**config.mk**
```make
export PLATFORM = sky130hd
export DESIGN_NAME = am2940_ctrl_flat
export DESIGN_NICKNAME = d
export VERILOG_FILES = /design/src/rtl/am2940_pkg.sv /design/src/rtl/am2940_ctrl_if.sv /design/src/rtl/am2940_done_detect.sv /design/src/rtl/am2940_ctrl.sv /design/src/flat_wrapper.sv
export SDC_FILE = /design/constraint.sdc
export NUM_CORES = 1
export LEC_CHECK = 0
export CAP_MARGIN = 10
export CORE_ASPECT_RATIO = 1.4
export CORE_MARGIN = 4
export CORE_UTILIZATION = 50
export CTS_CLUSTER_DIAMETER = 200
export DETAILED_ROUTE_END_ITERATION = 10
export PLACE_DENSITY = 0.85
export SKIP_LAST_GASP = 1
export SYNTH_ARGS = -nofsm -noshare
export SYNTH_HDL_FRONTEND = slang
export SYNTH_SLANG_ARGS = --single-unit
```
**constraint.sdc**
```tcl
create_clock -name clk -period 5.7 [get_ports clk]
set_clock_uncertainty 0.1 [all_clocks]
set_input_delay 1.425 -clock clk [delete_from_list [all_inputs] [get_ports clk]]
set_output_delay 1.425 -clock clk [all_outputs]
set_load 0.01 [all_outputs]
```
**src/rtl/am2940_pkg.sv**
```systemverilog
// Shared opcodes, word-count modes and state encoding for the Am2940-style DMA
// control stage.
package am2940_pkg;

    localparam logic [2:0] OP_WRCR   = 3'd0;
    localparam logic [2:0] OP_RDCR   = 3'd1;
    localparam logic [2:0] OP_RDWC   = 3'd2;
    localparam logic [2:0] OP_RDAC   = 3'd3;
    localparam logic [2:0] OP_REINIT = 3'd4;
    localparam logic [2:0] OP_LDAR   = 3'd5;
    localparam logic [2:0] OP_LDWR   = 3'd6;
    localparam logic [2:0] OP_ENABLE = 3'd7;

    typedef enum logic [1:0] {
        MODE_DEC      = 2'b00,
        MODE_INC_CMP  = 2'b01,
        MODE_ADDR_CMP = 2'b10,
        MODE_INC_FREE = 2'b11
    } mode_t;

    typedef enum logic [1:0] {
        ST_IDLE = 2'd0,
        ST_RUN  = 2'd1,
        ST_DONE = 2'd2
    } state_t;

endpackage

```
**src/rtl/am2940_ctrl_if.sv**
```systemverilog
// Bus between the control stage, its host (instruction/read-back side) and the
// two counter-slice chains.
interface am2940_ctrl_if #(parameter int W = 8);

    logic         instr_valid;
    logic [2:0]   instr;
    logic [W-1:0] data_in;
    logic         cnt_strobe;
    logic [W-1:0] addr_count;
    logic [W-1:0] wc_count;
    logic         addr_load;
    logic         wc_load;
    logic [W-1:0] addr_data;
    logic [W-1:0] wc_data;
    logic         addr_en;
    logic         wc_en;
    logic         addr_up;
    logic         wc_up;
    logic [W-1:0] data_out;
    logic         data_oe;
    logic         done;

    modport master (
        output instr_valid, instr, data_in, cnt_strobe, addr_count, wc_count,
        input  addr_load, wc_load, addr_data, wc_data, addr_en, wc_en,
               addr_up, wc_up, data_out, data_oe, done
    );

    modport slave (
        input  instr_valid, instr, data_in, cnt_strobe, addr_count, wc_count,
        output addr_load, wc_load, addr_data, wc_data, addr_en, wc_en,
               addr_up, wc_up, data_out, data_oe, done
    );

endinterface

```
**src/rtl/am2940_done_detect.sv**
```systemverilog
// Combinational terminal-count compare; shared between the FSM and any status
// path that needs the same view of "transfer finished".
module am2940_done_detect
    import am2940_pkg::*;
#(
    parameter int W = 8
) (
    input  mode_t        mode,
    input  logic [W-1:0] wc_count,
    input  logic [W-1:0] addr_count,
    input  logic [W-1:0] word_reg,
    output logic         done_cond
);

    always_comb begin
        done_cond = 1'b0;
        unique case (mode)
            MODE_DEC:      done_cond = (wc_count == '0);
            MODE_INC_CMP:  done_cond = (wc_count == word_reg);
            MODE_ADDR_CMP: done_cond = (addr_count == word_reg);
            MODE_INC_FREE: done_cond = 1'b0;
            default:       done_cond = 1'b0;
        endcase
    end

endmodule

```
**src/rtl/am2940_ctrl.sv**
```systemverilog
// Instruction decode, control/address/word registers and run/done sequencing
// for the Am2940-style DMA generator; drives both counter-slice chains.
module am2940_ctrl
    import am2940_pkg::*;
#(
    parameter int W = 8
) (
    input logic          clk,
    input logic          res_n,
    am2940_ctrl_if.slave bus
);

    logic [2:0]   cr;
    logic [W-1:0] addr_reg;
    logic [W-1:0] word_reg;
    state_t       state;
    mode_t        mode;
    logic         done_cond;
    logic         step;

    assign mode = mode_t'(cr[1:0]);

    am2940_done_detect #(.W(W)) u_done_detect (
        .mode       (mode),
        .wc_count   (bus.wc_count),
        .addr_count (bus.addr_count),
        .word_reg   (word_reg),
        .done_cond  (done_cond)
    );

    // A step is suppressed by any instruction, a pending load or a reached
    // terminal count; it is also masked during reset so the chains hold.
    always_comb begin
        step = res_n && (state == ST_RUN) && bus.cnt_strobe && !done_cond
               && !bus.instr_valid && !bus.addr_load && !bus.wc_load;
    end

    assign bus.addr_en = step;
    assign bus.wc_en   = step && (mode != MODE_ADDR_CMP);
    assign bus.addr_up = ~cr[2];
    assign bus.wc_up   = (mode != MODE_DEC);
    assign bus.done    = (state == ST_DONE);

    always_ff @(posedge clk) begin
        if (!res_n) begin
            cr            <= '0;
            addr_reg      <= '0;
            word_reg      <= '0;
            state         <= ST_IDLE;
            bus.addr_load <= 1'b0;
            bus.wc_load   <= 1'b0;
            bus.addr_data <= '0;
            bus.wc_data   <= '0;
            bus.data_out  <= '0;
            bus.data_oe   <= 1'b0;
        end else begin
            bus.addr_load <= 1'b0;
            bus.wc_load   <= 1'b0;
            bus.data_oe   <= 1'b0;
            if (state == ST_RUN && done_cond) begin
                state <= ST_DONE;
            end
            if (bus.instr_valid) begin
                case (bus.instr)
                    OP_WRCR: begin
                        cr    <= bus.data_in[2:0];
                        state <= ST_IDLE;
                    end
                    OP_RDCR: begin
                        bus.data_out <= {{(W-3){1'b0}}, cr};
                        bus.data_oe  <= 1'b1;
                    end
                    OP_RDWC: begin
                        bus.data_out <= bus.wc_count;
                        bus.data_oe  <= 1'b1;
                    end
                    OP_RDAC: begin
                        bus.data_out <= bus.addr_count;
                        bus.data_oe  <= 1'b1;
                    end
                    OP_REINIT: begin
                        bus.addr_load <= 1'b1;
                        bus.addr_data <= addr_reg;
                        if (mode != MODE_ADDR_CMP) begin
                            bus.wc_load <= 1'b1;
                            bus.wc_data <= (mode == MODE_DEC) ? word_reg : '0;
                        end
                        state <= ST_IDLE;
                    end
                    OP_LDAR: begin
                        addr_reg      <= bus.data_in;
                        bus.addr_load <= 1'b1;
                        bus.addr_data <= bus.data_in;
                        state         <= ST_IDLE;
                    end
                    OP_LDWR: begin
                        word_reg <= bus.data_in;
                        if (mode != MODE_ADDR_CMP) begin
                            bus.wc_load <= 1'b1;
                            bus.wc_data <= (mode == MODE_DEC) ? bus.data_in : '0;
                        end
                        state <= ST_IDLE;
                    end
                    OP_ENABLE: begin
                        if (state != ST_RUN) begin
                            state <= ST_RUN;
                        end
                    end
                    default: begin
                    end
                endcase
            end
        end
    end

endmodule

```
**src/flat_wrapper.sv**
```systemverilog
// flat-port wrapper written by rule: the top's interface ports become plain ports
module am2940_ctrl_flat import am2940_pkg::*;
#(
    parameter int W = 8
)
  (clk, res_n, bus_instr_valid, bus_instr, bus_data_in, bus_cnt_strobe, bus_addr_count, bus_wc_count, bus_addr_load, bus_wc_load, bus_addr_data, bus_wc_data, bus_addr_en, bus_wc_en, bus_addr_up, bus_wc_up, bus_data_out, bus_data_oe, bus_done);
  am2940_ctrl_if #(.W(W)) bus_i ();
  input logic clk;
  input logic res_n;
  input wire logic [$bits(bus_i.instr_valid)-1:0] bus_instr_valid;
  input wire logic [$bits(bus_i.instr)-1:0] bus_instr;
  input wire logic [$bits(bus_i.data_in)-1:0] bus_data_in;
  input wire logic [$bits(bus_i.cnt_strobe)-1:0] bus_cnt_strobe;
  input wire logic [$bits(bus_i.addr_count)-1:0] bus_addr_count;
  input wire logic [$bits(bus_i.wc_count)-1:0] bus_wc_count;
  output wire logic [$bits(bus_i.addr_load)-1:0] bus_addr_load;
  output wire logic [$bits(bus_i.wc_load)-1:0] bus_wc_load;
  output wire logic [$bits(bus_i.addr_data)-1:0] bus_addr_data;
  output wire logic [$bits(bus_i.wc_data)-1:0] bus_wc_data;
  output wire logic [$bits(bus_i.addr_en)-1:0] bus_addr_en;
  output wire logic [$bits(bus_i.wc_en)-1:0] bus_wc_en;
  output wire logic [$bits(bus_i.addr_up)-1:0] bus_addr_up;
  output wire logic [$bits(bus_i.wc_up)-1:0] bus_wc_up;
  output wire logic [$bits(bus_i.data_out)-1:0] bus_data_out;
  output wire logic [$bits(bus_i.data_oe)-1:0] bus_data_oe;
  output wire logic [$bits(bus_i.done)-1:0] bus_done;
  assign bus_i.instr_valid = bus_instr_valid;
  assign bus_i.instr = bus_instr;
  assign bus_i.data_in = bus_data_in;
  assign bus_i.cnt_strobe = bus_cnt_strobe;
  assign bus_i.addr_count = bus_addr_count;
  assign bus_i.wc_count = bus_wc_count;
  assign bus_addr_load = bus_i.addr_load;
  assign bus_wc_load = bus_i.wc_load;
  assign bus_addr_data = bus_i.addr_data;
  assign bus_wc_data = bus_i.wc_data;
  assign bus_addr_en = bus_i.addr_en;
  assign bus_wc_en = bus_i.wc_en;
  assign bus_addr_up = bus_i.addr_up;
  assign bus_wc_up = bus_i.wc_up;
  assign bus_data_out = bus_i.data_out;
  assign bus_data_oe = bus_i.data_oe;
  assign bus_done = bus_i.done;
  am2940_ctrl #(.W(W)) u_core (.clk(clk), .res_n(res_n), .bus(bus_i));
endmodule
```
==> results of run 1 <==
==> per-stage QoR <==
stage / instances / setup WS (ps) / instance area (um^2) / total power [mW]
2_1_floorplan: 286 / 1830 / 2330 / 0.405
3_3_place_gp: 394 / 750 / 2980 / 0.452
3_5_place_dp: 394 / 684 / 2980 / 0.454
4_1_cts: 402 / 641 / 3090 / 0.703
5_1_grt: 402 / 457 / 3090 / 0.726
6_report: 402 / 643 / 3090 / 0.698
==> worst max path at each step <==
stage	start	to	slack (ps)
2_1_floorplan	bus_addr_count[1]	bus_wc_en	1830
3_3_place_gp	bus_wc_count[7]	bus_wc_en	750
3_5_place_dp	bus_wc_count[1]	bus_wc_en	680
4_1_cts	bus_wc_count[0]	bus_wc_en	640
5_1_grt	bus_wc_count[0]	bus_wc_en	460
6_report	bus_wc_count[0]	bus_wc_en	640
==> power by group through the flow <==
stage | registers (mW) | logic [mW] | clock network (mW)
final | 0.348 | 0.0992 | 0.250
after global routing | 0.350 | 0.107 | 0.269
after CTS | 0.348 | 0.0988 | 0.255
after detailed placement | 0.356 | 0.0980 | 0
after global placement | 0.356 | 0.0963 | 0
after floorplan | 0.358 | 0.0473 | 0
==> cells in the mapped netlist, types with 9 or more instances <==
| library cell | count |
|---|---|
| sky130_fd_sc_hd__a21oi_1 | 26 |
| sky130_fd_sc_hd__a311oi_1 | 9 |
| sky130_fd_sc_hd__and2_1 | 9 |
| sky130_fd_sc_hd__clkbuf_1 | 12 |
| sky130_fd_sc_hd__dfxtp_1 | 48 |
| sky130_fd_sc_hd__mux2i_1 | 27 |
| sky130_fd_sc_hd__nand2_1 | 42 |
| sky130_fd_sc_hd__nand2b_1 | 10 |
| sky130_fd_sc_hd__nand3_1 | 9 |
| sky130_fd_sc_hd__nor2_1 | 26 |
| sky130_fd_sc_hd__nor3_1 | 10 |
==> cell type report <==
| cell class | instances | area (um^2) |
|---|---|---|
| clock inverters | 3 | 47.5 |
| flip-flops and latches | 48 | 961 |
| repair buffers | 65 | 643 |
| inverters | 8 | 30.0 |
| well taps | 62 | 77.6 |
| fillers | 383 | 1440 |
| multi-input cells | 211 | 1260 |
| clock buffers | 5 | 68.8 |
==> layout by cell type, fill, tap and decap left out, types with 9 or more instances in the layout <==
master,netlist,final
sky130_fd_sc_hd__nand2_1,42,42
sky130_fd_sc_hd__a21oi_1,26,26
sky130_fd_sc_hd__clkdlybuf4s50_1,0,62
sky130_fd_sc_hd__and2_1,9,9
sky130_fd_sc_hd__nand2b_1,10,10
sky130_fd_sc_hd__nand3_1,9,9
sky130_fd_sc_hd__a311oi_1,9,9
sky130_fd_sc_hd__dfxtp_1,48,48
sky130_fd_sc_hd__nor2_1,26,26
sky130_fd_sc_hd__nor3_1,10,10
sky130_fd_sc_hd__mux2i_1,27,27
==> layer usage <==
| metal | up-vias | wire length [um] | share of wire, % | track usage (%) |
|---|---|---|---|---|
| li1 | 1087 | - | - | - |
| met4 | 0 | 124 | 2.1 | 8.68 |
| met5 | - | 0 | 0 | 0 |
| met3 | 12 | 239 | 4.0 | 5.46 |
| met2 | 52 | 3240 | 54 | 40.2 |
| met1 | 1043 | 2410 | 40 | 23.8 |
==> cell families after synthesis <==
kind of cell               share of synthesized area, %
DFF                                                41.2
AOI/OAI and AO/OA                                  13.6
xor gates and xnor gates                           3.00
buffers and inverters                              4.56
muxes                                              11.6
adders and majority gates                          2.15
and+or+nand+nor                                    23.9
==> critical path: stages <==
cell and delay [ps]:
sky130_fd_sc_hd__clkdlybuf4s50_1 480, sky130_fd_sc_hd__mux2i_1 280, sky130_fd_sc_hd__xor2_1 190, sky130_fd_sc_hd__nand3_1 90
sky130_fd_sc_hd__o31ai_1 480, sky130_fd_sc_hd__nor3_1 100, sky130_fd_sc_hd__clkdlybuf4s50_1 500
==> flow_metrics.env, run 1 <==
export IMPL_routed_wl_um=6010
export IMPL_timing_setup_tns_ps=0
export IMPL_antenna_violating_nets_post_route=0
export IMPL_synthesis_area_um2=2330
export IMPL_yosys_warnings=0
export IMPL_final_min_clock_period_ps=5060
export IMPL_fp_dieW_um=65.7
export IMPL_layout_worst_path_cycle_share_pct=88.7
export IMPL_grt_antenna_before_repair=0
export IMPL_worst_r2r_setup_slack_ps=3230
export IMPL_timing_hold_worst_class="reg -> reg"
export IMPL_critPathLaunchType="input port"
export IMPL_holdBufCountCts=0
export IMPL_yosysTopAreaCellShare_pct=41.2
export IMPL_hold_path_depth=2
export IMPL_path_class="in -> out"
export IMPL_ctsHtreeMaxLevel=2
export IMPL_end_kind="primary output"
export IMPL_min_from="u_core.addr_reg[4]"
export IMPL_final_stage_net_count=374
export IMPL_r2r_cells=7
export IMPL_timing_max_cap_violations=0
export IMPL_synth_top_cell_by_area="sky130_fd_sc_hd__dfxtp_1"
export IMPL_gates_resized_cts_repair=0
export IMPL_setup_repair_after_global_routing_missed_its_margin="false"
export IMPL_leakage_nw=1.13
export IMPL_worstSkewPairLatency_ps=310
export IMPL_antenna_diode_count=0
export IMPL_final_hold_worst_slack_ps=364
export IMPL_vdd_ir_drop_max_mv=0.173
export IMPL_cts_made_buffers=5
export IMPL_power_internal_mw=0.524
export IMPL_residual_overflow_from_global_routing=0
export IMPL_synth_edff_count=0
export IMPL_worstPathMaxFanout=4
export IMPL_dr_total_vias=2194
export IMPL_dieHeight_um=88.8
export IMPL_synthFlopType="sky130_fd_sc_hd__dfxtp_1"
export IMPL_holdPathEnd="u_core.addr_reg[4]"
export IMPL_grt_first_pass_wirelength_um=9870
export IMPL_floorplan_initialDensity_pct=51.4
export IMPL_switching_share_pct=24.9
export IMPL_clock_root_buffer="sky130_fd_sc_hd__clkbuf_8"
export IMPL_crit_arrival_ps=3530
export IMPL_area_growth_synth_to_final_pct=32.6
export IMPL_coreArea_um2=4540
export IMPL_hold_viol_final=0
export IMPL_power_frac_comb_pct=14.2
export IMPL_detailedPlacementHpwl_um=4440
export IMPL_seq_power_share_pct=49.9
export IMPL_place_port_buffers=62
export IMPL_ys_seq_area_share_pct=41.2
export IMPL_ys_types=32
export IMPL_max_slew_worst_pin_slew_ps=1200
export IMPL_grt_pass1_vias=2132
export IMPL_first_iter_violations=74
export IMPL_drt_vias_per_instance=5.46
export IMPL_drive_above_1_share_pct=3.53
export IMPL_largest_net_degree_at_the_start_of_global_routing=40
export IMPL_clk_pin_slew_worst_paths_ps=100
export IMPL_required_ps=4180
export IMPL_postSynthAreaPerCell_um2=8.15
export IMPL_synth_cells=286
export IMPL_cts_sinks=48
export IMPL_detail_route_first_pass_iterations=5
export IMPL_synth_top_cells_by_area="sky130_fd_sc_hd__dfxtp_1, sky130_fd_sc_hd__mux2i_1, sky130_fd_sc_hd__nand2_1"
export IMPL_ys_async_sr_fraction_pct=0
export IMPL_synthesis_nets=321
export IMPL_powerDensity_nw_per_um2=226
export IMPL_wl_per_cell_um=14.9
export IMPL_r2r_start="u_core.cr[0]"
export IMPL_routabilityCongestion=0.813
export IMPL_reg2reg_to="u_core.state[0]"
export IMPL_result_of_the_run="completed"
export IMPL_max_freq_mhz=198
export IMPL_synth_seq_cells=48
export IMPL_power_frac_clock_pct=35.8
export IMPL_floorplan_io_pins=63
export IMPL_cts_buffer_depth=2
export IMPL_power_switching_mw=0.174
export IMPL_die_area_um2=5840
export IMPL_grt_util_all_layers_pct=21.9
export IMPL_post_cts_repair_setup_buffers=0
export IMPL_max_slew_margin_rel_pct=19.9
export IMPL_utilization_pct=68.2
export IMPL_fp_row_count=29
export IMPL_slew_viol_final=0
export IMPL_remaining_drc_errors=0
export IMPL_finalSetupViolations=0
export IMPL_tritoncts="yes"
(Power assumes the default switching activity.)
==> inputs of run 2 (changes only) <==
CORE_UTILIZATION = 48   (was 50)
PLACE_DENSITY = 0.83   (was 0.85)
clock period = 5.27 ns   (was 5.7 ns; I/O delays follow)
==> run 2 against run 1 <==
Compared with the run above:
- via count down 1.2%
- first-iteration DRC count up 12%
- cell area up 0.89%
- sequential share of layout area down 0.27 points
- utilization down 0.48 points
- combinational power up 9%
- largest cell class unchanged
- largest power group unchanged
- die area up 3.7%
- count of clock-buffer cells in the layout unchanged
- routed wire length down 1.0%
- sequential cell count unchanged
- critical path depth unchanged
- setup slack worse by 130 ps
==> flow_metrics.env, run 2 (synthesis results as in run 1) <==
export IMPL_worstPathMaxFanout=4
export IMPL_floorplan_initialDensity_pct=50.6
export IMPL_postLayoutSetupSlackWorst_ps=517
export IMPL_routabilityCongestion=0.837
export IMPL_worst_case_setup_slack_after_placement_ps=532
export IMPL_post_cts_repair_setup_buffers=0
export IMPL_switching_share_pct=22.7
export IMPL_seq_power_share_pct=47.6
export IMPL_timing_hold_worst_class="reg -> reg"
export IMPL_detail_route_first_pass_iterations=4
export IMPL_powerDensity_nw_per_um2=253
export IMPL_grt_first_pass_wirelength_um=9580
export IMPL_grt_pass1_vias=2060
export IMPL_routed_wl_um=5950
export IMPL_dieHeight_um=90.5
export IMPL_power_internal_mw=0.611
export IMPL_final_min_clock_period_ps=4750
export IMPL_power_frac_comb_pct=13.7
export IMPL_place_port_buffers=62
export IMPL_detailedPlacementHpwl_um=4430
export IMPL_reg2reg_to="u_core.state[0]"
export IMPL_final_hold_worst_slack_ps=359
export IMPL_r2r_start="u_core.cr[0]"
export IMPL_dr_total_vias=2167
export IMPL_max_slew_margin_rel_pct=42.0
export IMPL_most_common_layout_cells="sky130_fd_sc_hd__clkdlybuf4s50_1, sky130_fd_sc_hd__dfxtp_1, sky130_fd_sc_hd__nand2_1"
export IMPL_placedCellCount=394
export IMPL_hold_viol_final=0
export IMPL_clock_root_buffer="sky130_fd_sc_hd__clkbuf_8"
export IMPL_critPathLaunchType="input port"
export IMPL_finalSetupViolations=0
export IMPL_hold_path_depth=2
export IMPL_gates_resized_cts_repair=0
export IMPL_max_freq_mhz=210
export IMPL_fp_dieW_um=66.9
export IMPL_instances_no_fill=402
export IMPL_antenna_violating_nets_post_route=0
export IMPL_worstSkewPairLatency_ps=300
export IMPL_post_layout_total_power_mw=0.791
export IMPL_grt_util_all_layers_pct=20.4
export IMPL_fp_row_count=29
export IMPL_ctsHtreeMaxLevel=2
export IMPL_die_area_um2=6050
export IMPL_cts_buffer_depth=2
export IMPL_cts_sinks=48
export IMPL_timing_max_cap_violations=0
export IMPL_largest_net_degree_at_the_start_of_global_routing=40
export IMPL_antenna_diode_count=0
export IMPL_vdd_ir_drop_max_mv=0.152
export IMPL_end_kind="primary output"
export IMPL_tritoncts="yes"
export IMPL_first_iter_violations=83
export IMPL_filler_cells=405
export IMPL_holdPathEnd="u_core.addr_reg[2]"
export IMPL_setup_repair_after_global_routing_missed_its_margin="false"
export IMPL_max_slew_worst_pin_slew_ps=864
export IMPL_coreArea_um2=4610
export IMPL_cts_made_buffers=5
export IMPL_leakage_nw=1.14
export IMPL_residual_overflow_from_global_routing=0
export IMPL_required_ps=3850
export IMPL_grt_antenna_before_repair=0
export IMPL_layout_cells_most_common="sky130_fd_sc_hd__clkdlybuf4s50_1"
export IMPL_path_class="in -> out"
export IMPL_crit_arrival_ps=3340
export IMPL_r2r_cells=7
export IMPL_result_of_the_run="completed"
export IMPL_drt_vias_per_instance=5.39
export IMPL_final_stage_net_count=375
export IMPL_wl_per_cell_um=14.8
export IMPL_power_frac_clock_pct=38.7
export IMPL_power_switching_mw=0.179
export IMPL_clk_pin_slew_worst_paths_ps=80
export IMPL_layout_worst_path_cycle_share_pct=90.2
export IMPL_drive_above_1_share_pct=3.53
export IMPL_timing_setup_tns_ps=0
export IMPL_min_from="u_core.addr_reg[2]"
export IMPL_floorplan_io_pins=63
export IMPL_area_growth_synth_to_final_pct=33.8
export IMPL_slew_viol_final=0
export IMPL_holdBufCountCts=0
export IMPL_worst_r2r_setup_slack_ps=2840
export IMPL_remaining_drc_errors=0
run 2: changes by cell type in the layout (fill, tap and decap cells not counted), sizes merged:
cell    delta
bufinv     +1
clkinv     -2
buf        +1
run 2: power by group through the flow:
| stage | Clock (mW) | Sequential [mW] | Combinational, mW |
|---|---|---|---|
| 4_1_cts | 0.310 | 0.377 | 0.107 |
| 3_3_place_gp | 0 | 0.385 | 0.104 |
| 6_report | 0.306 | 0.377 | 0.108 |
| 2_1_floorplan | 0 | 0.387 | 0.0512 |
| 3_5_place_dp | 0 | 0.385 | 0.106 |
| 5_1_grt | 0.323 | 0.378 | 0.117 |
run 2: worst max path at each step:
stage                       from   endpoint  slack (ps)
6_report         bus_wc_count[7]  bus_wc_en         520
5_1_grt          bus_wc_count[7]  bus_wc_en         380
4_1_cts          bus_wc_count[7]  bus_wc_en         520
3_5_place_dp     bus_wc_count[7]  bus_wc_en         530
3_3_place_gp     bus_wc_count[4]  bus_wc_en         540
2_1_floorplan  bus_addr_count[1]  bus_wc_en        1610
run 2: critical path: stages:
cell	delay, ps
sky130_fd_sc_hd__clkdlybuf4s50_1	460
sky130_fd_sc_hd__mux2i_1	200
sky130_fd_sc_hd__xor2_1	180
sky130_fd_sc_hd__nand4_1	110
sky130_fd_sc_hd__o31ai_1	480
sky130_fd_sc_hd__nor3_1	80
sky130_fd_sc_hd__clkdlybuf4s50_1	500
run 2: layout make-up:
class	instances	area [um^2]	share of cell area, %
multi-input cells	211	1260	40.5
clock buffers	5	68.8	2.21
repair buffers	66	658	21.1
flip-flops and latches	48	961	30.8
well taps	62	77.6	2.49
clock inverters	2	60.1	1.92
inverters	8	30.0	0.962
run 2: per-stage QoR:
| step | util [%] | cell area, um^2 |
|---|---|---|
| final | 67.7 | 3120 |
| after global routing | 67.7 | 3120 |
| after CTS | 67.4 | 3110 |
| after detailed placement | 64.6 | 2980 |
| after global placement | 64.6 | 2980 |
| after floorplan | - | 2330 |
run 2: layer usage:
layer / vias to the layer above / share of wire [%] / GRT usage [%]
met5: - / 0 / 0
met4: 0 / 1.5 / 6.94
met3: 10 / 4.0 / 5.11
met2: 59 / 53 / 36.0
met1: 1009 / 41 / 23.2
li1: 1089 / - / -
